`src/rtl/sum_accumulator.sv`:
```
// Frame accumulator for 5-bit {c,s} results from a 4-bit ripple adder; emits one total per COUNT beats.
// Build option: SUM_ACCUMULATOR_SATURATE_EN clamps the accumulator on overflow instead of wrapping.
//
// state | meaning
// IDLE  | no beats taken for the current frame
// ACCUM | 1..COUNT-1 beats taken
// HOLD  | frame complete, waiting for out_ready
module sum_accumulator #(
    parameter int COUNT = 4,
    parameter int ACC_W = 8
) (
    input  logic             clk,
    input  logic             rst,
    input  logic [3:0]       s,
    input  logic             c,
    input  logic             in_valid,
    output logic             in_ready,
    output logic [ACC_W-1:0] out_sum,
    output logic             out_ovf,
    output logic             out_valid,
    input  logic             out_ready
);

    typedef enum logic [1:0] {
        IDLE  = 2'd0,
        ACCUM = 2'd1,
        HOLD  = 2'd2
    } state_t;

    localparam logic [3:0] COUNT_C = 4'(COUNT);

    state_t           state, state_nxt;
    logic [ACC_W-1:0] acc, acc_nxt;
    logic [3:0]       cnt, cnt_nxt;
    logic             ovf, ovf_nxt;
    logic [ACC_W:0]   beat_ext;
    logic [ACC_W:0]   sum_full;
    logic             take;

    assign beat_ext = {{(ACC_W-4){1'b0}}, c, s};
    assign sum_full = {1'b0, acc} + beat_ext;
    assign in_ready = (state != HOLD);
    assign take     = in_valid && in_ready;

    always_ff @(posedge clk) begin
        if (rst) begin
            state <= IDLE;
            acc   <= '0;
            cnt   <= '0;
            ovf   <= 1'b0;
        end else begin
            state <= state_nxt;
            acc   <= acc_nxt;
            cnt   <= cnt_nxt;
            ovf   <= ovf_nxt;
        end
    end

    always_comb begin
        state_nxt = state;
        acc_nxt   = acc;
        cnt_nxt   = cnt;
        ovf_nxt   = ovf;
        out_valid = 1'b0;
        out_sum   = '0;
        out_ovf   = 1'b0;
        case (state)
            IDLE: begin
                if (take) begin
                    acc_nxt   = beat_ext[ACC_W-1:0];
                    cnt_nxt   = 4'd1;
                    ovf_nxt   = 1'b0;
                    state_nxt = (COUNT_C == 4'd1) ? HOLD : ACCUM;
                end
            end
            ACCUM: begin
                if (take) begin
                    cnt_nxt = cnt + 4'd1;
                    if (sum_full[ACC_W]) begin
                        ovf_nxt = 1'b1;
                    end
`ifdef SUM_ACCUMULATOR_SATURATE_EN
                    // once clamped, every further non-zero beat carries again, so it stays clamped
                    acc_nxt = sum_full[ACC_W] ? {ACC_W{1'b1}} : sum_full[ACC_W-1:0];
`else
                    acc_nxt = sum_full[ACC_W-1:0];
`endif
                    if (cnt + 4'd1 == COUNT_C) begin
                        state_nxt = HOLD;
                    end
                end
            end
            HOLD: begin
                out_valid = 1'b1;
                out_sum   = acc;
                out_ovf   = ovf;
                if (out_ready) begin
                    state_nxt = IDLE;
                    cnt_nxt   = 4'd0;
                end
            end
            default: begin
                state_nxt = IDLE;
            end
        endcase
    end

endmodule

```
`config.mk`:
```
export PLATFORM = sky130hd
export DESIGN_NAME = sum_accumulator
export DESIGN_NICKNAME = d
export VERILOG_FILES = /design/src/rtl/sum_accumulator.sv
export SDC_FILE = /design/constraint.sdc
export NUM_CORES = 1
export LEC_CHECK = 0
export CAP_MARGIN = 30
export CORE_MARGIN = 2
export CORE_UTILIZATION = 52
export CTS_CLUSTER_DIAMETER = 150
export DETAILED_ROUTE_END_ITERATION = 8
export PLACE_DENSITY = 0.83
export RECOVER_POWER = 25
export SYNTH_ARGS = -nofsm -noshare
export SYNTH_HDL_FRONTEND = slang
export SYNTH_SLANG_ARGS = --single-unit
```
`constraint.sdc`:
```
create_clock -name clk -period 2.65 [get_ports clk]
set_input_delay 0.795 -clock clk [delete_from_list [all_inputs] [get_ports clk]]
set_output_delay 0.795 -clock clk [all_outputs]
set_load 0.005 [all_outputs]
```
* Yosys cells after proc, flatten, opt, wreduce, memory -nomap -nowiden
Index checks and enable logic that the tools add are counted.
W data, S select, Z words.
** Word-level totals
- Bits in writable memories :: 0
- Memories :: 0
- Bits in latches :: 0
- Input port bits :: 9
- Bits in registers :: 15
- Output and inout bits :: 11
- Memory bits (read-only) :: 0
** Cells by class
- Eq/ne operators :: 9
- Reductions and logical operators :: 8
- Shift-type cells :: 0
- Multipliers :: 0
- Magnitude comparators :: 0
- Div/mod/pow operators :: 0
- Add/sub/neg operators :: 2
- Multiplexer cells :: 19
- Bitwise gates (word level) :: 0
** Operators by type and width (count)
- $mux W8 :: 3
- $pmux W8 S2 :: 1
- $mux W4 :: 3
- $ne A2 B2 Y1 const B :: 6
- $pmux W4 S3 :: 1
- $reduce_and A4 Y1 :: 3
- $add A8 B5 Y9 :: 1
- $mux W2 :: 4
- $pmux W2 S3 :: 1
- $mux W1 :: 5
- $add A4 B1 Y4 const B :: 1
- $eq A4 B3 Y1 const B :: 1
- $reduce_and A3 Y1 :: 1
- $reduce_bool A3 Y1 :: 1
- $eq A2 B1 Y1 const B :: 1
- $eq A2 B2 Y1 const B :: 1
- $logic_not A2 Y1 :: 1
- $pmux W1 S2 :: 1
- $reduce_bool A2 Y1 :: 1
- $logic_and A1 B1 Y1 :: 1

* Logic depth before layout (Yosys ltp)
Gate-level depths: netlist of the first run.
- Depth after elaboration :: 5
- Mapped depth :: 7

* Least setup slack after synthesis of the first run
OpenSTA, ideal clock, no wires.
- Path type :: in2reg
- From :: input s[0]
- To :: register acc[4]
- Stages :: 7
- Path buffers :: 0
- Arrival time :: 2099 ps
- Setup time :: 57 ps
- Path slack :: 494 ps
- Required time :: 2593 ps
- Cells stage by stage :: ha_1 -> inv_1 -> fa_1 -> nor2b_4 -> o21ai_0 -> a2111oi_4 -> o21ba_2
** On the way
- Cells in the longest elaborated chain, start to end :: 3
** Ends and longest elaborated chain
- start, declared :: line 14 : input logic [3:0] s,
- $add A8 B5 Y9 :: line 41 : assign sum_full = {1'b0, acc} + beat_ext;
- $mux W8 :: line 77 : if (take) begin
- $pmux W8 S2 :: line 67 : case (state)
- end signal, assigned :: line 53 : acc <= acc_nxt;
- end, declared :: line 33 : logic [ACC_W-1:0] acc, acc_nxt;
No other way between the ends. The select of a mux whose other input is x is not followed.
A chain may end at the register's enable or synchronous reset.

* Worst setup path in the final report of the first run
- From :: register state[0]
- To :: output out_sum[1]
** On the way
- Cells in the longest elaborated chain, start to end :: 2
** Ends and longest elaborated chain
- start, declared :: line 32 : state_t state, state_nxt;
- start signal, assigned :: line 52 : state <= state_nxt;
- $eq A2 B2 Y1 :: line 67
- $mux W8 :: line 67
- end, declared :: line 18 : output logic [ACC_W-1:0] out_sum,
No other way between the ends.

==> results.md, run 1 <==
- The total inserted antenna cells is 0.
- The worst path meets setup with 0.149 ns of slack.
- The transition at the pin with the smallest max-transition slack is 0.679 ns.
- The worst register-to-register path has a depth of 6.
- The standby leakage power is 0.562 nW.
- The kind of cell with the highest combined delay along the critical path is buffers and inverters.
- Summed over all instances, the cell type with the most area after synthesis is sky130_fd_sc_hd__dfxtp_1.
- The share of total power dissipated in combinational logic is 0.439.
- The number of buffers and inverters on the critical path is 3.
- Measured against the total synthesized area, the mux share comes to 0.0503.
- Of all nets on the critical path, the largest fanout is 13.
- The standard-cell row count is 17.
- The average wire length per cell after detail routing is 14.4 um.
- The number of cells on the critical path is 5.
- Buffers inserted to repair hold after CTS numbered 0.
- In this run the worst hold path is classified as flop to flop.
- The HPWL after detailed placement is 2090 um.
- The worst setup path is of the flop to output pin kind.
- The number of antenna violations at the first check in global routing is 0.
- The tree is rooted in a sky130_fd_sc_hd__clkbuf_4.
- The post-synthesis cell count is 141.
- Setup repair after global routing left no endpoint under its margin.
- The final max-slew violation count is 0.
- STA classifies the critical path startpoint as a flop.
- Of the total synthesized cell area, the portion taken by AND, OR, NAND and NOR gates is 0.244.
- The total wirelength of the detailed-routed design is 2750 um.
- The aggregate global-route resource usage is 0.223.
- The total net switching power is 0.297 mW.
- The maximum number of pins on one net before global-route repair is 15.
- The area fraction in compound gates after synthesis is 0.275.
- The total power per unit cell area is 515 mW/mm^2.
- The post-detailed-route DRC marker count is 0.
- For this run, the register share of the synthesized area comes to 0.251.
- Overall power consumption after layout is estimated at 0.740 mW.
- The count of buffers added by post-CTS timing repair for setup is 0.
- The first routing iteration left 9 violations.
- The number of buffers created by CTS is 3.
- The net count of the finished layout is 185.
- The final hold violation count came to 0.
- STA classifies the critical path endpoint as an output pin.
- The number of buffer cells added on primary ports is 19.
- The floorplan step defined a core boundary enclosing 0.00219 sq mm.
- The die width is 51.9 um.
- The number of cells upsized or downsized after cts is 1.
- Using the TritonRoute via totals, the vias-per-cell ratio works out to 5.90.
- Of the cells placed in the final design, the portion with a size suffix greater than 1 is 0.0736.
- The shortest period the worst path allows is 2.50 ns.
- The combinational family with the most area after synthesis is compound AO/OA/AOI/OAI gates.
- The sequential cell fraction of total power is 0.374.
- The number of nets in the synthesized netlist is 162.
- The largest stage delay on the critical path is 0.50 ns.
- At the end of the flow the core is filled with cells to 0.657.
- The congestion estimate from routability-driven global placement came to 0.855.
- The post-synthesis register bit count is 15.
- The cell type of the slowest stage on the worst timing path is sky130_fd_sc_hd__clkdlybuf4s50_1.
- Counting distinct cell types in the post-synthesis netlist gives 44.
- The area of the mapped netlist is 0.00119 sq mm.
- IR analysis of the VDD net gives a maximum drop of 0.360 mV.
- The worst-case clock buffer depth is 2.
- The top cell type's share of synthesized area is 0.251.
- The clock power share is 0.186.
- The clock tree from TritonCTS is done.
- Cell internal power was estimated by the tool at 0.443 mW.
- The final design area excluding fillers is 0.00144 sq mm.
- The via count of the first global-routing pass is 1080.
- Counting instances, the worst hold path has a depth of 1.
- CTS built an H-tree with a depth of 1.
- The relative slew slack is 0.545.
- CTS saw 15 sinks.
- Once detail routing completed, the nets flagged for antenna violations numbered 0.
- The arrival time at the worst endpoint is 1.71 ns.
- The xor/xnor share of the synthesized area is 0.00733.
- The clock-pin slew of the registers on the worst-case setup and hold paths is 0.10 ns.
- Of the total power, the share spent switching nets is 0.401.
- The post-synthesis average cell area is 8.47 sq um.
- The first detailed-routing pass ran for 4 iterations.
- Summing over every cut layer, the via total after detailed routing is 1126.
- The wire length of the first global-routing pass is 4600 um.
- In the post-synthesis netlist, the biggest area contributors are sky130_fd_sc_hd__dfxtp_1, sky130_fd_sc_hd__ha_1, sky130_fd_sc_hd__a21oi_1.
- For the final database, setup skew stands at 0.00707 ns.
- In this run the cell area measured after placement is 0.00142 sq mm.
- The count of max-cap constraint violations is 0.
- The starting density of the core is 0.545.
- The count of pins on the block boundary is 20.
- At the worst endpoint, the required time is 1.86 ns.
- The later pin in the worst-skew pair is clocked with a latency of 0.29 ns.
- The ratio of final minimum period to clock period is 0.944.
- The cell that appears most often on the critical path is sky130_fd_sc_hd__inv_1.
- Timing analysis after detailed placement gives a worst setup slack of -0.113 ns.
- The signal on the critical path passes through inv_1 > ha_4 > inv_1 > nor2_1 > clkdlybuf4s50_1.
- The run finished with clean final reports.
- The number of failing setup endpoints in the final timing report is 0.
- After global routing the overflow that remains totals 0.
- The adder-cell share of the synthesized area is 0.132.
- The highest clock frequency the design can meet is 400 MHz.
- During synthesis, Yosys emitted a total of 0 warnings.
- The die covers 0.00270 sq mm.
- From synthesis to final layout, the design area changed by 20.4%.
- The overall die height is 51.9 um.
[registers in the layout, summed over array words and instances, names as in the netlist]
signal and cells:
acc 8, cnt 4, state 2, ovf 1
[layout make-up]
class                      instances  area, sq um
clock buffer                       4         26.3
sequential                        15          300
timing repair buffer              21          205
fill                             188          752
tap                               28         35.0
inverter                           9         33.8
multi-input combinational        114          838
[cell families after synthesis]
group	after synthesis
DFF	15
adders and majority gates	12
and+or+nand+nor	51
xor gates and xnor gates	1
buffers and inverters	12
AOI/OAI and AO/OA	44
muxes	6
[cells in the final DEF (no fill, tap or decap), types with 4 or more instances in the layout]
| cell | Yosys | layout |
|---|---|---|
| sky130_fd_sc_hd__a21oi_1 | 16 | 16 |
| sky130_fd_sc_hd__and2_1 | 9 | 9 |
| sky130_fd_sc_hd__clkdlybuf4s50_1 | 0 | 18 |
| sky130_fd_sc_hd__dfxtp_1 | 15 | 15 |
| sky130_fd_sc_hd__ha_1 | 11 | 10 |
| sky130_fd_sc_hd__inv_1 | 9 | 9 |
| sky130_fd_sc_hd__mux2i_1 | 6 | 6 |
| sky130_fd_sc_hd__nand2_1 | 6 | 6 |
| sky130_fd_sc_hd__nand2b_1 | 6 | 6 |
| sky130_fd_sc_hd__nand4_1 | 4 | 4 |
| sky130_fd_sc_hd__nor2_1 | 9 | 10 |
| sky130_fd_sc_hd__nor2b_1 | 4 | 4 |
| sky130_fd_sc_hd__o21ai_0 | 4 | 4 |
[synthesized netlist by cell type (all sizes together)]
cell     count
clkbuf       1
a21boi       1
a211oi       3
and2         9
o2111a       1
dfxtp       15
o21ai        5
a21oi       16
nor2        10
fa           1
or2          1
o2111ai      1
o21ba        1
o31a         1
mux2i        6
a21o         3
nor3b        1
and2b        1
and3         1
o22ai        1
nand2b       7
buf          2
o21a         2
o311a        1
nand3        3
a2111oi      1
nor2b        5
nand4        4
or3          1
nor3         1
inv          9
a31oi        3
ha          11
o31ai        1
nand2        6
o211ai       3
xor2         1
nor4         1
[final timing paths]
path / end / slack, ns / from
max: out_sum[1] / 0.15 / state[0]
min: ovf / 0.46 / ovf
max reg2reg: cnt[2] / 0.34 / state[1]
min reg2reg: ovf / 0.46 / ovf
[power by group through the flow]
stage	Clock (mW)	Sequential, mW	Combinational [mW]
global route	0.155	0.281	0.358
floorplan	0	0.274	0.256
CTS	0.138	0.277	0.331
detailed placement	0	0.282	0.328
global placement	0	0.279	0.317
finish	0.138	0.277	0.325
[metal layers]
| layer | share of wire | vias to the layer above | routed length, um | GRT usage |
|---|---|---|---|---|
| li1 | - | 552 | - | - |
| met1 | 0.45 | 526 | 1250 | 0.284 |
| met2 | 0.48 | 42 | 1310 | 0.371 |
| met3 | 0.057 | 6 | 156 | 0.0460 |
| met4 | 0.010 | 0 | 28 | 0.0702 |
| met5 | 0 | - | 0 | 0 |
[stage by stage]
| stage | cells | setup TNS [ns] | hold slack (ns) |
|---|---|---|---|
| 2_1_floorplan | 141 | 0 | 0.432 |
| 3_3_place_gp | 187 | -0.0508 | 0.447 |
| 3_5_place_dp | 187 | -0.181 | 0.446 |
| 4_1_cts | 191 | 0 | 0.470 |
| 5_1_grt | 191 | 0 | 0.481 |
| 6_report | 191 | 0 | 0.464 |
No activity file was read; power rests on OpenSTA's default activity.
==> inputs of run 2 (changes only) <==
Settings changed: SKIP_CTS_REPAIR_TIMING from default to 1, SLEW_MARGIN from default to 20.
==> results of run 2 <==
Same layout as run 1: the final DEF is identical, and so are final timing and power.
Among the figures that moved: wire length of the first global-routing pass 4600 um -> 4590 um; via count of the first global-routing pass 1080 -> 1079; overall routing resource usage 0.223 -> 0.222; met1 usage 0.284 -> 0.283
==> inputs of run 3 (changes only) <==
Settings changed: CORE_UTILIZATION 52 to 60, DONT_BUFFER_PORTS from default to 1, PLACE_DENSITY 0.83 to 0.81.
==> run 3 against run 2 <==
Compared with the run above:
- non-clock buffer count is 21 lower
- register-to-register slack worse by 0.03 ns
- via count is 4.2% lower
- largest power group unchanged
==> results.md, run 3 (synthesis results as in run 1) <==
- The number of nets in the layout is 164 (-11%).
- For this run, the total global-route usage over all layers was measured as 0.235.
- The met3 routing resource usage after global routing is 0.0463 (+0.000319).
- Setup repair after global routing left no endpoint under its margin.
- The maximum number of pins on one net before global-route repair came to 16 (+1).
- The endpoint required time on the critical path came to 2.87 ns (+1.01 ns).
- The signal on the critical path passes through inv_1 > ha_1 > nand2b_1 > nor2_1 > a21boi_1 > mux2i_1.
- The clock net sink count is 15 (unchanged).
- The relative slew slack was 0.561 (+0.0166).
- The final hold violation count is 0 (unchanged).
- The min-delay analysis places its worst path in the category flop to flop.
- The post-route antenna net violation count was 0 (unchanged).
- The worst hold slack was 0.474 ns (+0.0109 ns).
- The HPWL after detailed placement is 1940 um (-7.2%).
- For this run, global-route usage on met1 was measured as 0.340.
- The worst-case clock buffer depth came to 2 (unchanged).
- The final max-slew violation count is 0 (unchanged).
- The cell count after placement was 165 (-12%).
- The number of buffers created by CTS was 3 (unchanged).
- The number of flip-flops in the largest register is 8 (unchanged).
- Leaving out fill and tap cells, the most frequent cells in the layout are sky130_fd_sc_hd__a21oi_1, sky130_fd_sc_hd__dfxtp_1, sky130_fd_sc_hd__ha_1.
- The count of pins on the block boundary is 20 (unchanged).
- The largest registers in the layout are acc (8), cnt (4), state (2).
- The via count of the first global-routing pass is 936.
- The number of failing setup endpoints in the final timing report is 0 (unchanged).
- The total number of vias is 1079 (-4.2%).
- The number of antenna violations at the first check in global routing is 0 (unchanged).
- The placeable core area is 0.00192 sq mm (-12%).
- The detailed-router iteration count before antenna repair is 5 (+1).
- The die area is 0.00236 sq mm (-12%).
- The routed via count divided by cell count is 6.38 (+8.3%).
- The post-detailed-route DRC marker count is 0 (unchanged).
- The wire length of the first global-routing pass is 4440 um.
- The area taken by multi-input logic gates is 817 sq um (-2.5%).
- The transition at the pin with the smallest max-transition slack is 0.656 ns (-0.0233 ns).
- The final total power is 0.710 mW (-4.1%).
- The sum of negative setup slack is 0 ns (unchanged).
- The worst vdd rail ir drop is 0.344 mV (-4.3%).
- The total wirelength of the detailed-routed design was 2680 um (-2.4%).
- The largest fanout on the critical path is 13 (unchanged).
- The total power per unit cell area is 587 mW/mm^2 (+14%).
- The global placer's final weighted congestion came to 0.898 (+5.1%).
- The slowest stage of the critical path is the sky130_fd_sc_hd__nor2_1 cell.
- The count of max-cap constraint violations is 0 (unchanged).
- The standby leakage power was 0.485 nW (-14%).
- The worst clock skew was 0.00488 ns (-0.00219 ns).
- The number of buffer cells added on primary ports was 0 (-19).
- met2 is the most crowded layer.
- The leftover overflow at the end of global routing is 0 (unchanged).
- The clock-pin slew of the registers on the worst-case setup and hold paths is 0.10 ns (about the same).
- The clock tree from TritonCTS is done.
- The insertion delay to the later sink of the worst-skew pair came to 0.29 ns (about the same).
- The standard-cell row count is 16 (-1).
- From synthesis to final layout, the design area changed by 1.36%.
- The layout cell share with drive strength beyond 1 was 0.0563 (-0.0173).
- acc holds more flip-flops than any other register.
- The highest clock frequency the design can meet was 427 MHz (+6.8%).
- The area used by sequential logic in the layout is 300 sq um (unchanged).
- In this run the clock root is driven by a sky130_fd_sc_hd__clkbuf_4.
- The number of cells in the finished layout apart from fillers is 169 (-12%).
- The largest stage delay on the critical path was 0.57 ns (+0.07 ns).
- The ratio of final minimum period to clock period is 0.883 (-0.0604).
- The number of DRC violations after detailed-routing iteration 0 was 73 (+64).
- The layout filler cell count is 171 (-9.0%).
- The final cell utilization of the core was 0.630 (-0.0266).
- The flow ran to the end, and the final reports show no timing, DRC or antenna violations.
- The path type of the worst setup path is flop to flop.
- The average wire length per cell after detail routing came to 15.9 um (+10%).
- The total inserted antenna cells is 0 (unchanged).
- The arrival time at the worst endpoint came to 2.56 ns (+0.85 ns).
- The met2 layer usage reported by global route is 0.356 (-0.0151).
- The starting density of the core is 0.622 (+0.0763).
- STA classifies the critical path startpoint as a flop.
- The number of levels in the clock H-tree is 1 (unchanged).
- The overall die height was 48.6 um (-6.4%).
- Leaving out fill and tap cells, the most frequent cell in the layout is sky130_fd_sc_hd__a21oi_1.
- STA classifies the critical path endpoint as a flop.
- The die width is 48.6 um (-6.4%).
- The shortest period the worst path allows was 2.34 ns (-0.160 ns).
[run 3: worst max-delay path: cells and delay by family (launching register included)]
kind | cells | cell delay, ns
AND/OR/NAND/NOR | 2 | 0.91
flip-flops | 1 | 0.41
adder cells (fa/ha/maj) | 1 | 0.36
AO/OA/AOI/OAI | 1 | 0.30
multiplexers | 1 | 0.20
buffers and inverters | 1 | 0.08
[run 3: layout make-up]
class,count,area share
clock buffers,4,0.0217
multi-input cells,114,0.675
well taps,27,0.0279
flip-flops and latches,15,0.248
inverters,9,0.0279
[run 3: where the power goes]
part / leakage (nW) / switching (mW) / internal [mW] / total (mW)
Clock: 0.0150 / 0.0783 / 0.0585 / 0.137
Sequential: 0.122 / 0.0254 / 0.251 / 0.277
Combinational: 0.347 / 0.178 / 0.119 / 0.297
Total: 0.485 / 0.281 / 0.429 / 0.710
[run 3: metal layers]
layer | up-vias | wire length, um | share of wire
met5 | - | 0 | 0
met4 | 0 | 25 | 0.0093
met3 | 5 | 231 | 0.086
met2 | 56 | 1230 | 0.46
met1 | 505 | 1200 | 0.45
li1 | 513 | - | -
[run 3: worst paths after layout]
path,startpoint,to,slack (ns),depth (start not counted)
worst max-delay path,state[0],acc[5],0.31,6
worst min-delay path,ovf,ovf,0.47,1
worst max register to register,state[0],acc[5],0.31,6
worst min register to register,ovf,ovf,0.47,1
[run 3: per-stage QoR]
stage / cell area (sq um) / worst slack, ns
after global routing: 1210 / 0.150
final: 1210 / 0.309
after detailed placement: 1210 / 0.411
after CTS: 1240 / 0.284
after floorplan: 1190 / 0.494
after global placement: 1210 / 0.455
